$ cat config.mk
export PLATFORM = sky130hd
export DESIGN_NAME = tile_mac_engine
export DESIGN_NICKNAME = d
export VERILOG_FILES = /design/src/rtl/tile_mac_engine.sv
export SDC_FILE = /design/constraint.sdc
export NUM_CORES = 1
export LEC_CHECK = 0
export ABC_AREA = 1
export BUFFER_PORTS_ARGS = -buffer_cell sky130_fd_sc_hd__buf_4
export CORE_ASPECT_RATIO = 1.1
export CORE_UTILIZATION = 25
export DETAILED_ROUTE_END_ITERATION = 8
export PLACE_DENSITY = 0.49
export SYNTH_ARGS = -nofsm -noshare
export SYNTH_HDL_FRONTEND = slang
export SYNTH_SLANG_ARGS = --single-unit
$ cat constraint.sdc
create_clock -name clk -period 4.97 [get_ports clk]
set_input_delay 0 -clock clk [delete_from_list [all_inputs] [get_ports clk]]
set_output_delay 0 -clock clk [all_outputs]
set_load 0.05 [all_outputs]
$ cat src/rtl/tile_mac_engine.sv
// Tile compute engine: signed matmul / matmul-accumulate / elementwise add-sub from A,B SRAMs into C SRAM.
// Latency: TM*TN*(K+2)+1 cycles start->done (+TM*TN for MATMUL_ACC); K=TK for matmul, K=1 elementwise.
// Backpressure: none; SRAMs are always ready with 1-cycle read latency, start is ignored unless idle.
//
// Ports:
//   clk, rst_n            clock (rising edge) and asynchronous active-low reset
//   start, op, shift      operation request; op/shift/bases captured when start is accepted in IDLE
//   a_base/b_base/c_base  tile base addresses
//   a_addr/a_dout         A read port (data valid the cycle after the address)
//   b_addr/b_dout         B read port (data valid the cycle after the address)
//   c_addr/c_we/c_din     C read/write port; c_dout is read data (1-cycle latency)
//   busy, done            busy while working; done is a one-cycle pulse after the last write
module tile_mac_engine #(
    parameter int DATA_W = 8,
    parameter int ACC_W  = 32,
    parameter int TM     = 4,
    parameter int TN     = 4,
    parameter int TK     = 16,
    parameter int ADDR_W = 10
) (
    input  logic                     clk,
    input  logic                     rst_n,
    input  logic                     start,
    input  logic [1:0]               op,
    input  logic [$clog2(ACC_W)-1:0] shift,
    input  logic [ADDR_W-1:0]        a_base,
    input  logic [ADDR_W-1:0]        b_base,
    input  logic [ADDR_W-1:0]        c_base,
    output logic [ADDR_W-1:0]        a_addr,
    output logic [ADDR_W-1:0]        b_addr,
    input  logic [DATA_W-1:0]        a_dout,
    input  logic [DATA_W-1:0]        b_dout,
    output logic [ADDR_W-1:0]        c_addr,
    output logic                     c_we,
    output logic [DATA_W-1:0]        c_din,
    input  logic [DATA_W-1:0]        c_dout,
    output logic                     busy,
    output logic                     done
);

    localparam int SH_W = $clog2(ACC_W);
    localparam int IW   = (TM > 1) ? $clog2(TM) : 1;
    localparam int JW   = (TN > 1) ? $clog2(TN) : 1;
    localparam int KW   = (TK > 1) ? $clog2(TK) : 1;

    localparam logic [ADDR_W-1:0] TN_A   = ADDR_W'(TN);
    localparam logic [ADDR_W-1:0] TK_A   = ADDR_W'(TK);
    localparam logic [IW-1:0]     I_LAST = IW'(TM - 1);
    localparam logic [JW-1:0]     J_LAST = JW'(TN - 1);
    localparam logic [KW-1:0]     K_LAST = KW'(TK - 1);

    // Saturation bounds of a DATA_W signed element, held at accumulator width.
    localparam logic signed [ACC_W-1:0] SAT_MAX = {{(ACC_W-DATA_W+1){1'b0}}, {(DATA_W-1){1'b1}}};
    localparam logic signed [ACC_W-1:0] SAT_MIN = ~SAT_MAX;

    typedef enum logic [1:0] {
        OP_MATMUL     = 2'd0,
        OP_MATMUL_ACC = 2'd1,
        OP_ADD        = 2'd2,
        OP_SUB        = 2'd3
    } op_t;

    typedef enum logic [2:0] {
        S_IDLE,
        S_RDC,
        S_MAC,
        S_DRAIN,
        S_WRITE,
        S_FIN
    } state_t;

    state_t                    state;
    op_t                       op_q;
    logic [SH_W-1:0]           shift_q;
    logic [ADDR_W-1:0]         a_base_q;
    logic [ADDR_W-1:0]         b_base_q;
    logic [ADDR_W-1:0]         c_base_q;
    logic [IW-1:0]             i;
    logic [JW-1:0]             j;
    logic [KW-1:0]             k;
    logic signed [ACC_W-1:0]   acc;

    // Datapath
    logic signed [ACC_W-1:0]   a_ext;
    logic signed [ACC_W-1:0]   b_ext;
    logic signed [ACC_W-1:0]   c_ext;
    logic signed [ACC_W-1:0]   term;
    logic signed [ACC_W-1:0]   acc_sum;
    logic signed [ACC_W-1:0]   acc_shr;
    logic [DATA_W-1:0]         sat_val;

    // Loop bookkeeping
    logic                      elw;
    logic                      i_last;
    logic                      j_last;
    logic                      k_last;
    logic [IW-1:0]             i_nxt;
    logic [JW-1:0]             j_nxt;
    logic [ADDR_W-1:0]         elem_off;
    logic [ADDR_W-1:0]         nxt_off;

    // Operand address generators. Elementwise ops walk A and B with the C layout;
    // matmul walks row i of A and column j of B along k.
    function automatic logic [ADDR_W-1:0] a_at(input logic              ew,
                                               input logic [ADDR_W-1:0] base,
                                               input logic [ADDR_W-1:0] ii,
                                               input logic [ADDR_W-1:0] jj,
                                               input logic [ADDR_W-1:0] kk);
        return ew ? (base + ii * TN_A + jj) : (base + ii * TK_A + kk);
    endfunction

    function automatic logic [ADDR_W-1:0] b_at(input logic              ew,
                                               input logic [ADDR_W-1:0] base,
                                               input logic [ADDR_W-1:0] ii,
                                               input logic [ADDR_W-1:0] jj,
                                               input logic [ADDR_W-1:0] kk);
        return ew ? (base + ii * TN_A + jj) : (base + kk * TN_A + jj);
    endfunction

    always_comb begin
        a_ext = {{(ACC_W-DATA_W){a_dout[DATA_W-1]}}, a_dout};
        b_ext = {{(ACC_W-DATA_W){b_dout[DATA_W-1]}}, b_dout};
        c_ext = {{(ACC_W-DATA_W){c_dout[DATA_W-1]}}, c_dout};

        case (op_q)
            OP_ADD:  term = a_ext + b_ext;
            OP_SUB:  term = a_ext - b_ext;
            default: term = a_ext * b_ext;
        endcase

        acc_sum = acc + term;
        // Arithmetic shift on a signed value floors toward minus infinity.
        acc_shr = acc_sum >>> shift_q;

        if (acc_shr > SAT_MAX) begin
            sat_val = SAT_MAX[DATA_W-1:0];
        end else if (acc_shr < SAT_MIN) begin
            sat_val = SAT_MIN[DATA_W-1:0];
        end else begin
            sat_val = acc_shr[DATA_W-1:0];
        end
    end

    always_comb begin
        elw      = (op_q == OP_ADD) || (op_q == OP_SUB);
        i_last   = (i == I_LAST);
        j_last   = (j == J_LAST);
        k_last   = elw ? (k == '0) : (k == K_LAST);
        // i_nxt overflows after the last element, but that value is never used.
        i_nxt    = j_last ? i + 1'b1 : i;
        j_nxt    = j_last ? '0 : j + 1'b1;
        elem_off = ADDR_W'(i) * TN_A + ADDR_W'(j);
        nxt_off  = ADDR_W'(i_nxt) * TN_A + ADDR_W'(j_nxt);
    end

    // All outputs are registered and updated on the edge that enters the state
    // they belong to, so an address issued "in cycle k" is stable for all of cycle k.
    always_ff @(posedge clk or negedge rst_n) begin
        if (!rst_n) begin
            state    <= S_IDLE;
            op_q     <= OP_MATMUL;
            shift_q  <= '0;
            a_base_q <= '0;
            b_base_q <= '0;
            c_base_q <= '0;
            i        <= '0;
            j        <= '0;
            k        <= '0;
            acc      <= '0;
            a_addr   <= '0;
            b_addr   <= '0;
            c_addr   <= '0;
            c_we     <= 1'b0;
            c_din    <= '0;
            busy     <= 1'b0;
            done     <= 1'b0;
        end else begin
            case (state)
                S_IDLE: begin
                    done <= 1'b0;
                    c_we <= 1'b0;
                    if (start) begin
                        op_q     <= op_t'(op);
                        shift_q  <= shift;
                        a_base_q <= a_base;
                        b_base_q <= b_base;
                        c_base_q <= c_base;
                        i        <= '0;
                        j        <= '0;
                        k        <= '0;
                        busy     <= 1'b1;
                        if (op_t'(op) == OP_MATMUL_ACC) begin
                            state  <= S_RDC;
                            c_addr <= c_base;
                        end else begin
                            state  <= S_MAC;
                            a_addr <= a_at(op[1], a_base, '0, '0, '0);
                            b_addr <= b_at(op[1], b_base, '0, '0, '0);
                        end
                    end
                end

                // c_addr already points at the element; its data lands in the first MAC cycle.
                S_RDC: begin
                    state  <= S_MAC;
                    k      <= '0;
                    a_addr <= a_at(elw, a_base_q, ADDR_W'(i), ADDR_W'(j), '0);
                    b_addr <= b_at(elw, b_base_q, ADDR_W'(i), ADDR_W'(j), '0);
                end

                S_MAC: begin
                    // First MAC cycle has no operand yet: seed the accumulator instead.
                    if (k == '0) begin
                        acc <= (op_q == OP_MATMUL_ACC) ? c_ext : '0;
                    end else begin
                        acc <= acc_sum;
                    end
                    if (k_last) begin
                        state <= S_DRAIN;
                    end else begin
                        k      <= k + 1'b1;
                        a_addr <= a_at(elw, a_base_q, ADDR_W'(i), ADDR_W'(j), ADDR_W'(k + 1'b1));
                        b_addr <= b_at(elw, b_base_q, ADDR_W'(i), ADDR_W'(j), ADDR_W'(k + 1'b1));
                    end
                end

                // Last operand pair arrives here; the result is formed straight from acc_sum.
                S_DRAIN: begin
                    acc    <= acc_sum;
                    c_din  <= sat_val;
                    c_addr <= c_base_q + elem_off;
                    c_we   <= 1'b1;
                    state  <= S_WRITE;
                end

                S_WRITE: begin
                    c_we <= 1'b0;
                    if (i_last && j_last) begin
                        state <= S_FIN;
                    end else begin
                        i <= i_nxt;
                        j <= j_nxt;
                        k <= '0;
                        if (op_q == OP_MATMUL_ACC) begin
                            state  <= S_RDC;
                            c_addr <= c_base_q + nxt_off;
                        end else begin
                            state  <= S_MAC;
                            a_addr <= a_at(elw, a_base_q, ADDR_W'(i_nxt), ADDR_W'(j_nxt), '0);
                            b_addr <= b_at(elw, b_base_q, ADDR_W'(i_nxt), ADDR_W'(j_nxt), '0);
                        end
                    end
                end

                // done rises as FIN is left, so the done cycle is already IDLE and can accept start.
                S_FIN: begin
                    done  <= 1'b1;
                    busy  <= 1'b0;
                    c_we  <= 1'b0;
                    state <= S_IDLE;
                end

                default: begin
                    state <= S_IDLE;
                end
            endcase
        end
    end

endmodule

Yosys cells after proc, flatten, opt, wreduce, memory -nomap -nowiden

Cells that the tools add are included.
W data, S select, Z words.

Register bits after elaboration: 121
Output and inout bits: 41
Word-level logic and storage cells: 136

Add/subtract/negate cells: 26
Multiply operators: 1
$lt $le $gt $ge: 2
Equality and inequality tests: 20
Shifts and indexed selects: 1
Mux-type cells: 51
Reduce and logical (&&, ||, !) cells: 18

Operator list:

| operator              | count |
|---|---|
| $mux W10              | 20 |
| $pmux W32 S2          | 2 |
| $pmux W10 S4          | 2 |
| $add A10 B2 Y10       | 7 |
| $mux W32              | 2 |
| $add A10 B4 Y10       | 4 |
| $add A32 B32 Y32      | 1 |
| $gt A32 B8 Y1 const B | 1 |
| $lt A32 B8 Y1 const B | 1 |
| $sshr A32 B5 Y32      | 1 |
| $pmux W10 S3          | 1 |
| $add A10 B5 Y10       | 2 |
| $add A10 B6 Y10       | 2 |
| $mul A8 B8 Y16        | 1 |
| $mux W8               | 2 |
| $ne A2 B2 Y1 const B  | 8 |
| $pmux W4 S4           | 1 |
| $pmux W3 S5           | 1 |
| $mux W2               | 7 |
| $mux W4               | 3 |
| $add A10 B10 Y10      | 1 |
| $add A10 B7 Y10       | 1 |
| $add A4 B2 Y5         | 2 |
| $add A8 B8 Y9         | 1 |
| 27 further kinds      | 45 |

Longest topological paths before layout

Word-level depth: 8
Gate-level depth with buffers: 54
Mapped depth without buffers: 53

Least setup slack after synthesis

OpenSTA, ideal clock, no wires.

Path type: input to register
From: in b_dout[4]
To: reg c_din[0]
Setup time: 0.118 ns
Data arrival time: 6.398 ns
Data required time: 4.852 ns
Setup slack: -1.545 ns
Cell stages on the path: 50
Cell sequence: clkbuf_1 -> nand2_1 -> fa_1 -> inv_1 -> fa_1 -> inv_1 -> fa_1 -> inv_1 -> fa_1 -> ha_1 -> inv_1 -> o31ai_1 -> nand3_1 -> nand2_1 -> a21oi_1 -> inv_1 -> a21oi_1 -> nor2_1 -> [14 not listed] -> nand2_2 -> inv_1 -> nand2_2 -> nand2_4 -> nand2_1 -> nand3_1 -> nand2_1 -> nand2_1 -> nand2_1 -> nand2_1 -> nor2_1 -> nand3_1 -> nor2_1 -> nand3_1 -> nand2_2 -> nand2_1 -> nand2_1 -> nand2_1

Word-level cells in the longest chain between the ends: 7
Elaborated cells on any way between the ends: 10
Classes of those cells: add/sub (3); mul (1); order compare (2); shift (1); mux (3)

RTL lines:

| item                                   | line | text |
|---|---|---|
| from (decl)                            | 32   | `input logic [DATA_W-1:0] b_dout,` |
| $mul A8 B8 Y16 (tied with other cells) | 128  | `default: term = a_ext * b_ext;` |
| $pmux W32 S2 (*)                       | 125  | `case (op_q)` |
| $add A32 B32 Y32 (*)                   | 131  | `acc_sum = acc + term;` |
| $sshr A32 B5 Y32 (*)                   | 133  | `acc_shr = acc_sum >>> shift_q;` |
| $lt A32 B8 Y1                          | 137  | `end else if (acc_shr < SAT_MIN) begin` |
| $mux W8                                | 137  |  |
| $mux W8 (*)                            | 135  | `if (acc_shr > SAT_MAX) begin` |
| to (signal assigned)                   | 230  | `c_din <= sat_val;` |
| to (decl)                              | 35   | `output logic [DATA_W-1:0] c_din,` |

Mark *: on every way between the ends. The rest lies on a longest branch, timed or not.
A chain may end at the register's enable or synchronous reset.

Final worst setup path

From: in a_dout[2]
To: reg c_din[2]

Word-level cells in the longest chain between the ends: 7
Elaborated cells on any way between the ends: 10
Classes of those cells: add/sub (3); mul (1); order compare (2); shift (1); mux (3)

RTL lines:

| item                                   | line | text |
|---|---|---|
| from (decl)                            | 31   | `input logic [DATA_W-1:0] a_dout,` |
| $mul A8 B8 Y16 (tied with other cells) | 128  |  |
| $pmux W32 S2 (*)                       | 125  |  |
| $add A32 B32 Y32 (*)                   | 131  |  |
| $sshr A32 B5 Y32 (*)                   | 133  |  |
| $lt A32 B8 Y1                          | 137  |  |
| $mux W8                                | 137  |  |
| $mux W8 (*)                            | 135  |  |

Marked as above.

==> impl_metrics.json <==
{
  "outcome": "finished with violations",
  "violations": "setup timing",
  "worstPathArrival_ns": 6.69,
  "min_path_type": "in2reg",
  "clk_pin_slew_ns": 0.06,
  "power_density_mw_per_mm2": 304,
  "grtUsageTotal": 0.183,
  "drt-total-wl_mm": 56.0,
  "syn_inst": 2346,
  "finalClockSkew_ns": 0.0115,
  "crit_path_start_kind": "input port",
  "async_flop_share": 1.00,
  "port_buffers": 104,
  "yosysSeqAreaShare": 0.200,
  "setup_viol": 22,
  "worst_slack_ns": -1.38,
  "cp_common_cell": "nand2_1",
  "crit_path_end_kind": "register",
  "p_leak_uw": 0.0107,
  "cp_max_fo": 7,
  "timing.final.crit_share": 1.28,
  "cts_buffers": 17,
  "place.gp.congestion": 0.900,
  "ys_types": 56,
  "overflow": 0,
  "core_mm2": 0.0597,
  "clkSinkCount": 121,
  "area_delta_synth_final_pct": 44.3,
  "crit_slowest_cell": "fa_1",
  "yosys_warnings": 0,
  "die_x_um": 236,
  "initial_utilization": 0.253,
  "dp_cells": 3378,
  "slowest_delay_ns": 0.53,
  "drc": 0,
  "ios": 105,
  "tns_ns": -11.66,
  "synth_nets": 2596,
  "htreeDepth": 4,
  "die_h_um": 260,
  "ys.flop_type": "dfrtp_1",
  "max-cap-violations": 0,
  "grt_max_degree": 77,
  "cts_tree": "built",
  "utilization": 0.365,
  "critPathLaunch": "a_dout[2]",
  "dr_total_vias": 16952,
  "cts_root_buffer": "clkbuf_16",
  "first_iter_violations": 857,
  "nFillCells": 6290,
  "r2r-start": "op_q[1]",
  "layoutNonFillerInstCount": 3495,
  "synthesis.area_mm2": 0.0151,
  "rsz0062_at_grt": "yes",
  "fin_nets": 2964,
  "antennaDiodeCount": 0,
  "r2r_setup_slack_ns": 0.34,
  "worst-r2r-cell-count": 33,
  "viasPerCell": 4.85,
  "vdd_drop_max_mv": 0.289,
  "ys_ff_latch": 121,
  "dpl_cell_area_mm2": 0.0185,
  "slew_headroom": 0.0715,
  "row_count": 94,
  "final_common_cell": "nand2_1",
  "drive_above_1_share": 0.308,
  "hold_violations": 0,
  "die_area_mm2": 0.0615,
  "grt_pass1_wl_mm": 90.1,
  "crit_end": "c_din[2]",
  "grt_pass1_vias": 17377,
  "worst_pin_slew_ns": 1.39,
  "maxSlewViolCount": 0,
  "min_period_ns": 6.35,
  "drt_first_pass_iters": 5,
  "avgSynthCellArea_um2": 6.44,
  "clock_latency_ns": 0.47,
  "final_cell_area_mm2": 0.0218,
  "cp.required_ns": 5.32,
  "wl_per_cell_um": 16.0,
  "critPathKind": "in2reg",
  "antenna_found_initial": 2,
  "drtAntennaViolNets": 0,
  "r2r-end": "c_din[2]",
  "final_cell_mix": "nand2_1, buf_4, inv_1",
  "clock_path_buffers": 2,
  "dp_hpwl_mm": 42.8,
  "fmax_mhz": 158,
  "synth-edff-count": 0
}
[critical path, delay by kind of cell]
kind | cells | cell delay [ns]
buffers and inverters | 8 | 0.56
adder cells (fa/ha/maj) | 6 | 2.55
AND/OR/NAND/NOR | 23 | 1.98
AO/OA/AOI/OAI | 10 | 1.57
[layout make-up]
type | count | area [µm²] | share of cell area
clock buffer | 17 | 425 | 0.0195
multi-input combinational | 1799 | 12400 | 0.570
clock inverter | 15 | 121 | 0.00556
inverter | 349 | 1330 | 0.0609
sequential | 121 | 3030 | 0.139
tap | 768 | 961 | 0.0440
timing repair buffer | 426 | 3520 | 0.161
[cells in the mapped netlist (4+ instances only)]
cell type,n,area [µm²]
nand2_1,597,2240
inv_1,340,1280
nand3_1,237,1190
nor2_1,210,788
a21oi_1,182,911
o21ai_0,145,726
dfrtp_1,121,3030
ha_1,119,1490
fa_1,67,1340
clkbuf_1,55,206
xor2_1,36,315
a31oi_1,22,138
nor3_1,21,105
nand4_1,17,106
buf_1,14,52.6
nand2_2,11,68.8
o22ai_1,10,62.6
o211ai_1,9,67.6
o31ai_1,9,67.6
or2_2,9,56.3
buf_2,8,40.0
mux2_2,8,90.1
xnor2_1,8,70.1
a221oi_1,7,61.3
a21o_1,6,45.0
a41oi_1,6,52.6
o21ai_1,6,30.0
o21bai_1,6,45.0
clkinv_1,5,18.8
nand3b_1,5,37.5
and2_1,4,25.0
inv_2,4,15.0
o2111ai_1,4,35.0
[kinds of logic (layout without fill, tap and decap cells)]
logic type | after synthesis | count (layout) | share of synthesized area
compound gates | 436 | 436 | 0.162
xor+xnor | 44 | 44 | 0.0255
fa+ha+maj | 186 | 186 | 0.187
buf+inv | 426 | 807 | 0.106
flops | 121 | 121 | 0.200
mux | 8 | 8 | 0.00596
simple gates | 1125 | 1125 | 0.313
[report_power, final]
part           leakage (µW)  switching (µW)  total, µW  internal (µW)
combinational       0.00901            2330       4340           2010
clock              0.000246             576       1220            644
sequential          0.00141            46.0       1080           1030
[registers in the layout, indices dropped and copies added, names as in the netlist]
name	cells
k	4
b_addr	10
state	3
c_base_q	10
c_din	8
op_q	2
i	2
c_addr	10
c_we	1
j	2
acc	32
shift_q	5
busy	1
done	1
a_addr	10
b_base_q	10
a_base_q	10
[repair_timing]
item                                    4_1_cts  5_1_grt
endpoints found under the setup margin       30       32
cloned                                        0        1
buffers inserted                             20       27
hold buffers                                 46        0
hold endpoints to repair                    146        0
pin swaps                                   103      161
resized for setup                           230      262
[metrics by stage]
| stage | hold WS [ns] | power, µW | worst slack [ns] |
|---|---|---|---|
| floorplan | -0.296 | 3080 | -1.28 |
| global placement | 0.0962 | 4490 | -2.27 |
| detailed placement | 0.107 | 4500 | -2.29 |
| CTS | 0.0160 | 6180 | -1.35 |
| global route | 0.0543 | 7130 | -1.79 |
| finish | 0.0338 | 6640 | -1.38 |
[layer usage]
layer  wire, µm  global-route usage  vias up
li1           -                   -     8401
met2      27500               0.324      330
met1      25200               0.230     8131
met5         23                   0        -
met3       1740              0.0174       86
met4       1520              0.0635        4
[how the worst min path moves through the flow]
stage / startpoint / end / cells past startpoint / slack, ns
after floorplan: rst_n / a_addr[0] / 0 / -0.30
after global placement: rst_n / acc[26] / 1 / 0.1
after detailed placement: rst_n / acc[23] / 1 / 0.11
after CTS: start / state[0] / 4 / 0.02
after global routing: start / state[0] / 4 / 0.05
final: start / state[0] / 4 / 0.03
(Power assumes the default switching activity.)
